$ cat config.mk
export PLATFORM = sky130hd
export DESIGN_NAME = posit_dec_arbiter
export DESIGN_NICKNAME = d
export VERILOG_FILES = /design/src/rtl/posit_dec_arbiter.sv
export SDC_FILE = /design/constraint.sdc
export NUM_CORES = 1
export LEC_CHECK = 0
export BUFFER_PORTS_ARGS = -buffer_cell sky130_fd_sc_hd__buf_2
export CELL_PAD_IN_SITES_DETAIL_PLACEMENT = 0
export CELL_PAD_IN_SITES_GLOBAL_PLACEMENT = 1
export CORE_MARGIN = 2
export CORE_UTILIZATION = 48
export CTS_BUF_LIST = sky130_fd_sc_hd__clkbuf_8
export DETAILED_ROUTE_END_ITERATION = 16
export HOLD_SLACK_MARGIN = 0.15
export PLACE_DENSITY = 0.95
export SLEW_MARGIN = 10
export SYNTH_ARGS = -nofsm -noshare
export SYNTH_HDL_FRONTEND = slang
export SYNTH_SLANG_ARGS = --single-unit
$ cat constraint.sdc
create_clock -name clk -period 26.2 [get_ports clk]
set_clock_uncertainty 0.2 [all_clocks]
set_input_delay 2.62 -clock clk [delete_from_list [all_inputs] [get_ports clk]]
set_output_delay 2.62 -clock clk [all_outputs]
set_load 0.01 [all_outputs]
$ cat src/rtl/posit_dec_arbiter.sv
// posit_dec_arbiter: two requesters share one combinational posit decoder.
// A round-robin arbiter picks one valid request per cycle, decodes it and
// registers the fields, plus a requester tag, into a single output stage.
//
// Optional feature (macro POSIT_DEC_CNT_EN): per-requester saturating grant
// counters cnt0/cnt1 with a synchronous clear input cnt_clr.
//
// Ports:
//   clk, rst_n                      clock (rising edge), async active-low reset
//   req{0,1}_valid/_data/_ready     requester handshakes (ready is combinational)
//   out_valid/out_ready             output stage handshake
//   out_tag                         requester index of the held result
//   out_sign/regi/expo/frac         decoded posit fields
//   out_allone/out_allzero          all non-sign bits one / zero
//   cnt_clr, cnt0, cnt1             grant counters (POSIT_DEC_CNT_EN only)

// decoder: combinational posit field extraction.
//   o_sign    : sign bit of the raw word
//   o_regi    : regime value k (two's complement, rs bits); a run of m
//               identical bits after the sign gives k=m-1 (ones) or k=-m (zeros)
//   o_expo    : es exponent bits following the regime terminator (0 if absent)
//   o_frac    : remaining bits, left-aligned in fs bits, zero padded
//   o_allone  : all non-sign raw bits are 1
//   o_allzero : all non-sign raw bits are 0
// Negative words are two's-complemented before field extraction.
module decoder #(
  parameter int n  = 16,
  parameter int es = 1,
  parameter int rs = 5,
  parameter int fs = n - es - 3
) (
  input  logic [n-1:0]  i_word,
  output logic          o_sign,
  output logic [rs-1:0] o_regi,
  output logic [es-1:0] o_expo,
  output logic [fs-1:0] o_frac,
  output logic          o_allone,
  output logic          o_allzero
);
  localparam int BW = n - 1;
  localparam int CW = $clog2(n);

  logic [BW-1:0] w_body;
  logic [CW-1:0] w_run;
  logic          w_stop;

  always_comb begin
    w_body = i_word[n-1] ? BW'(-i_word) : i_word[BW-1:0];
    w_run  = '0;
    w_stop = 1'b0;
    for (int unsigned i = 0; i < BW; i++) begin
      if (!w_stop && (w_body[BW-1-i] == w_body[BW-1])) w_run = w_run + CW'(1);
      else                                            w_stop = 1'b1;
    end
    o_regi = w_body[BW-1] ? (rs'(w_run) - rs'(1)) : (rs'(0) - rs'(w_run));
    // Shift out regime run plus terminator, then keep the top es+fs bits.
    {o_expo, o_frac} = (es + fs)'((w_body << (int'(w_run) + 1)) >> (BW - es - fs));
  end

  assign o_sign    = i_word[n-1];
  assign o_allone  = &i_word[n-2:0];
  assign o_allzero = ~|i_word[n-2:0];
endmodule

module posit_dec_arbiter #(
  parameter int N  = 16,
  parameter int ES = 1,
  parameter int RS = 5,
  parameter int FS = N - ES - 3
) (
  input  logic          clk,
  input  logic          rst_n,
  input  logic          req0_valid,
  input  logic [N-1:0]  req0_data,
  output logic          req0_ready,
  input  logic          req1_valid,
  input  logic [N-1:0]  req1_data,
  output logic          req1_ready,
  output logic          out_valid,
  input  logic          out_ready,
  output logic          out_tag,
  output logic          out_sign,
  output logic [RS-1:0] out_regi,
  output logic [ES-1:0] out_expo,
  output logic [FS-1:0] out_frac,
  output logic          out_allone,
  output logic          out_allzero
`ifdef POSIT_DEC_CNT_EN
  ,
  input  logic          cnt_clr,
  output logic [15:0]   cnt0,
  output logic [15:0]   cnt1
`endif
);
  logic          r_valid, r_tag, r_sign, r_allone, r_allzero, r_rr_ptr;
  logic [RS-1:0] r_regi;
  logic [ES-1:0] r_expo;
  logic [FS-1:0] r_frac;

  logic          w_free, w_gnt0, w_gnt1, w_gnt;
  logic [N-1:0]  w_dec_in;
  logic          w_sign, w_allone, w_allzero;
  logic [RS-1:0] w_regi;
  logic [ES-1:0] w_expo;
  logic [FS-1:0] w_frac;

  assign w_free = !r_valid || out_ready;
  // Grants are masked while reset is held so no request is acknowledged
  // during reset even though the empty stage would otherwise accept.
  assign w_gnt0 = rst_n && w_free && req0_valid && (!req1_valid || !r_rr_ptr);
  assign w_gnt1 = rst_n && w_free && req1_valid && (!req0_valid ||  r_rr_ptr);
  assign w_gnt  = w_gnt0 || w_gnt1;

  assign w_dec_in = w_gnt1 ? req1_data : req0_data;

  decoder #(.n(N), .es(ES), .rs(RS), .fs(FS)) u_dec (
    .i_word    (w_dec_in),
    .o_sign    (w_sign),
    .o_regi    (w_regi),
    .o_expo    (w_expo),
    .o_frac    (w_frac),
    .o_allone  (w_allone),
    .o_allzero (w_allzero)
  );

  always_ff @(posedge clk or negedge rst_n) begin
    if (!rst_n) begin
      r_valid   <= 1'b0;
      r_tag     <= 1'b0;
      r_sign    <= 1'b0;
      r_regi    <= '0;
      r_expo    <= '0;
      r_frac    <= '0;
      r_allone  <= 1'b0;
      r_allzero <= 1'b0;
      r_rr_ptr  <= 1'b0;
    end else if (w_gnt) begin
      r_valid   <= 1'b1;
      r_tag     <= w_gnt1;
      r_sign    <= w_sign;
      r_regi    <= w_regi;
      r_expo    <= w_expo;
      r_frac    <= w_frac;
      r_allone  <= w_allone;
      r_allzero <= w_allzero;
      r_rr_ptr  <= w_gnt0;
    end else if (out_ready) begin
      r_valid   <= 1'b0;
    end
  end

  assign req0_ready  = w_gnt0;
  assign req1_ready  = w_gnt1;
  assign out_valid   = r_valid;
  assign out_tag     = r_tag;
  assign out_sign    = r_sign;
  assign out_regi    = r_regi;
  assign out_expo    = r_expo;
  assign out_frac    = r_frac;
  assign out_allone  = r_allone;
  assign out_allzero = r_allzero;

`ifdef POSIT_DEC_CNT_EN
  logic [15:0] r_cnt0, r_cnt1;

  always_ff @(posedge clk or negedge rst_n) begin
    if (!rst_n) begin
      r_cnt0 <= '0;
      r_cnt1 <= '0;
    end else if (cnt_clr) begin
      r_cnt0 <= '0;
      r_cnt1 <= '0;
    end else begin
      if (w_gnt0 && (r_cnt0 != '1)) r_cnt0 <= r_cnt0 + 16'd1;
      if (w_gnt1 && (r_cnt1 != '1)) r_cnt1 <= r_cnt1 + 16'd1;
    end
  end

  assign cnt0 = r_cnt0;
  assign cnt1 = r_cnt1;
`endif
endmodule

==> qor.log <==
[logic_synthesis] YS warnings 0
[power_and_ir_drop] LEAKAGE 1.904 nW
[finish] area of the multi-input gates 0.003242 mm²
[critical_path] Crit Path Category input port to flip-flop
[timing] Tmin final 12.83 ns
[logic_synthesis] synthesized netlist cell count 489
[detailed_routing] detailed-route via count 4,082
[clocking] clock root buffer sky130_fd_sc_hd__clkbuf_8
[floorplanning] Core ar. 0.008175 mm²
[power_and_ir_drop] share of total power in the clock network 8.3%
[clocking] number of buffers created by CTS 3
[critical_path] capturing point of the worst reg2reg path out_frac[9]
[power_and_ir_drop] fraction of power consumed by sequential logic 20.1%
[logic_synthesis] total nets after synthesis 537
[floorplanning] Die Y-Extent 95.73 µm
[global_route] wire length of the first global-routing pass 19,310 µm
[critical_path] reg2reg setup slack 15.80 ns
[clocking] TritonCTS clock tree built
[power_and_ir_drop] peak ir drop on the vdd network 0.00002091 V
[floorplanning] initial cell density of the core 49.40%
[placement] Post-Place Worst Slack 13.16 ns
[clocking] clock latency at the later pin of the worst-skew pair 0.26 ns
[placement] final weighted congestion in routability-driven placement 0.9891
[timing] setup tns final 0 ns
[timing] final worst-path setup slack 13.37 ns
[power_and_ir_drop] total power draw 296.8 µW
[finish] # diodes 0
[timing] top achievable clock speed 77.95 MHz
[logic_synthesis] Seq/Total Area, Yosys 14.87%
[critical_path] most frequent cell on the critical path sky130_fd_sc_hd__ha_1
[detailed_routing] per-cell routed wire length 18.87 µm
[timing] Max-slew headroom 22.95%
[finish] Reg area 600.6 µm²
[logic_synthesis] number of library cell types mapped by synthesis 86
[timing] Final Slew Violations 0
[finish] Largest register FFs 12
[power_and_ir_drop] internal power summed over all cells 154.7 µW
[clocking] number of clock sinks seen by CTS 24
[critical_path] path depth of the worst reg2reg path 36
[critical_path] worst reg2reg path startpoint out_valid
[critical_path] critical path required time 26.15 ns
[run] number of max-cap violations 0
[run_status] status completed
[clocking] number of buffers on the longest clock path 2
[timing] Hold Fails Final Rpt 0
[logic_synthesis] area of the mapped netlist 0.004039 mm²
[critical_path] maximum fanout encountered on the critical timing path 34
[detailed_routing] Detailed Route Iter0 Violations 364
[floorplanning] row cnt 33
[global_route] pin count of the biggest net entering global routing 35
[finish] area overhead of the layout relative to synthesis 8.736%
[critical_path] CP arrival 12.78 ns
[timing] share of the clock period used by the worst path 48.97%
[timing] setup repair after global routing missed its margin false
[finish] Net count, final 577
[floorplanning] ports placed on the boundary 62
[detailed_routing] DRC Markers 0
[finish] number of fill cells 816
[logic_synthesis] register bit total from synthesis 24
[power_and_ir_drop] Comb pwr share 71.6%
[detailed_routing] total routed wirelength 11,940 µm
[worst_hold_path] number of cells traversed by the worst hold path 2
[detailed_routing] routed via count divided by cell count 6.449
[clocking] Setup Fix Bufs, Post-CTS 0
[worst_hold_path] Hold/Removal Path Class flip-flop to flip-flop
[global_route] overflow left after global routing 0
[finish] utilization after layout 53.72%
[placement] number of buffers added on ports 61
[critical_path] slowest stage delay, CP 0.80 ns
[global_route] GRT Total Usage 26.31%
[finish] fraction of layout cells with a size suffix above 1 21.59%
[power_and_ir_drop] Switching Share 47.89%
[critical_path] Slowest cell on crit path sky130_fd_sc_hd__nor2_1
[logic_synthesis] Synth Area per Inst 8.259 µm²
[clocking] H-tree depth reported by CTS 1
[timing] worst-margin pin slew 1.152 ns
[worst_hold_path] startpoint of the worst hold path out_allone
[logic_synthesis] number of flops mapped to enable cells by yosys 0
[placement] HPWL reported at the end of detailed placement 9527 µm
[global_route] antenna violations before repair 0
[floorplanning] Die Outline Area 0.009164 mm²
[clocking] CTS Hold Bufs 0
[logic_synthesis] proportion of register bits with asynchronous set or reset after synthesis 100.0%
[clocking] # resized after CTS 0
[worst_hold_path] Endpoint, Worst Hold out_allone
[global_route] vias in the first global route 3,837
[clocking] clock-pin slew reported for the worst setup and hold paths after clock tree synthesis 0.08 ns
[detailed_routing] count of antenna-violating nets left after detailed routing 0
[power_and_ir_drop] switching power summed over all nets 142.1 µW
[logic_synthesis] Primary FF master, synth sky130_fd_sc_hd__dfrtp_1
[floorplanning] chip width 95.73 µm
[power_and_ir_drop] power per standard cell area 67.58 mW/mm²
[detailed_routing] TritonRoute pass-1 iters 5
[critical_path] launching element type of the critical path input port
[timing] total setup violations reported at the end of the flow 0
[critical_path] crit end category flip-flop
## per-layer routing
layer	wire length [µm]	global-route usage [%]
met5	0	0
met4	243	7.738
met3	959	2.193
met2	5571	44.23
met1	5169	35.94
## worst max path at each step
| stage | to | slack [ns] | start | depth (start not counted) |
|---|---|---|---|---|
| final | out_frac[9] | 13.37 | rst_n | 36 |
| after global routing | out_frac[9] | 12.45 | rst_n | 36 |
| after CTS | out_frac[9] | 13.45 | rst_n | 36 |
| after detailed placement | out_frac[9] | 13.16 | rst_n | 36 |
| after global placement | out_frac[9] | 13.73 | rst_n | 36 |
| after floorplan | out_frac[10] | 14.93 | out_ready | 40 |
## worst max-delay path: cells and delay by family
family	cells	cell delay [ns]
compound gates	8	1.46
simple gates	14	3.73
buf+inv	3	0.64
mux	3	1.24
xor+xnor	3	1.47
fa+ha+maj	5	1.58
## cell usage in the layout, fill, tap and decap left out, drive strengths merged, types with 10 or more instances in the layout
| cell | Yosys | routed |
|---|---|---|
| nand3 | 19 | 19 |
| nand4 | 11 | 11 |
| o31ai | 10 | 10 |
| nor4 | 12 | 12 |
| nor2 | 35 | 35 |
| inv | 11 | 11 |
| a21oi | 17 | 17 |
| xnor2 | 28 | 28 |
| buf | 18 | 62 |
| mux2 | 10 | 10 |
| nand2 | 51 | 51 |
| o21ai | 21 | 21 |
| mux2i | 58 | 58 |
| ha | 11 | 11 |
| nor3 | 12 | 12 |
| dfrtp | 24 | 24 |
| and3 | 11 | 11 |
## power groups by stage
stage / Combinational, mW / Clock [mW] / Sequential [mW]
2_1_floorplan: 0.153 / 0 / 0.0671
3_3_place_gp: 0.206 / 0 / 0.0597
3_5_place_dp: 0.210 / 0 / 0.0606
4_1_cts: 0.211 / 0.0251 / 0.0599
5_1_grt: 0.234 / 0.0266 / 0.0619
6_report: 0.213 / 0.0245 / 0.0597
## cells in the mapped netlist (4+ instances only)
cell                       count  area, µm²
sky130_fd_sc_hd__nor2_1       35      131.4
sky130_fd_sc_hd__xor2_1        7      61.31
sky130_fd_sc_hd__buf_2        12      60.06
sky130_fd_sc_hd__nor4_2        4      50.05
sky130_fd_sc_hd__and2_1        5      31.28
sky130_fd_sc_hd__mux2_2        9      101.4
sky130_fd_sc_hd__or2_2         5      31.28
sky130_fd_sc_hd__o21ai_1       6      30.03
sky130_fd_sc_hd__o21ai_0      15      75.07
sky130_fd_sc_hd__ha_1         11      137.6
sky130_fd_sc_hd__inv_1        10      37.54
sky130_fd_sc_hd__nand4_1      10      62.56
sky130_fd_sc_hd__o211ai_1      7      52.55
sky130_fd_sc_hd__nand3_1      19      95.09
sky130_fd_sc_hd__a31oi_1       5      31.28
sky130_fd_sc_hd__a32o_1        4      40.04
sky130_fd_sc_hd__dfrtp_1      24      600.6
sky130_fd_sc_hd__and3_1       10      62.56
sky130_fd_sc_hd__a22o_1        9      78.83
sky130_fd_sc_hd__clkbuf_1      9      33.78
sky130_fd_sc_hd__buf_6         4      45.04
sky130_fd_sc_hd__nand3b_1      4      30.03
sky130_fd_sc_hd__mux2i_1      58      580.6
sky130_fd_sc_hd__nor3_1       12      60.06
sky130_fd_sc_hd__o31ai_1      10      75.07
sky130_fd_sc_hd__xnor2_1      27      236.5
sky130_fd_sc_hd__nand2_1      50      187.7
sky130_fd_sc_hd__nor4_1        8      50.05
sky130_fd_sc_hd__a21oi_1      16      80.08
## cells by family (layout without fill, tap and decap cells)
logic type / after synthesis / after routing / share of synthesized area, %
buf+inv: 39 / 78 / 4.864
flops: 24 / 24 / 14.87
fa+ha+maj: 11 / 11 / 3.408
compound gates: 113 / 113 / 22.34
simple gates: 195 / 195 / 26.80
xor+xnor: 38 / 38 / 10.01
mux: 69 / 69 / 17.72
## cell type report
class | count | area share (%)
Multi-Input combinational cell | 426 | 73.82
Tap cell | 105 | 2.991
Sequential cell | 24 | 13.68
Inverter | 12 | 1.140
Clock buffer | 4 | 1.254
Timing Repair Buffer | 62 | 7.123
## through the flow
step / hold WS (ns) / std cells / area, µm²
global route: 0.3152 / 633 / 4392
global placement: 0.2633 / 629 / 4337
finish: 0.2769 / 633 / 4392
detailed placement: 0.2673 / 629 / 4337
floorplan: 0.2702 / 489 / 4039
CTS: 0.2860 / 633 / 4392
(Power assumes the default switching activity.)
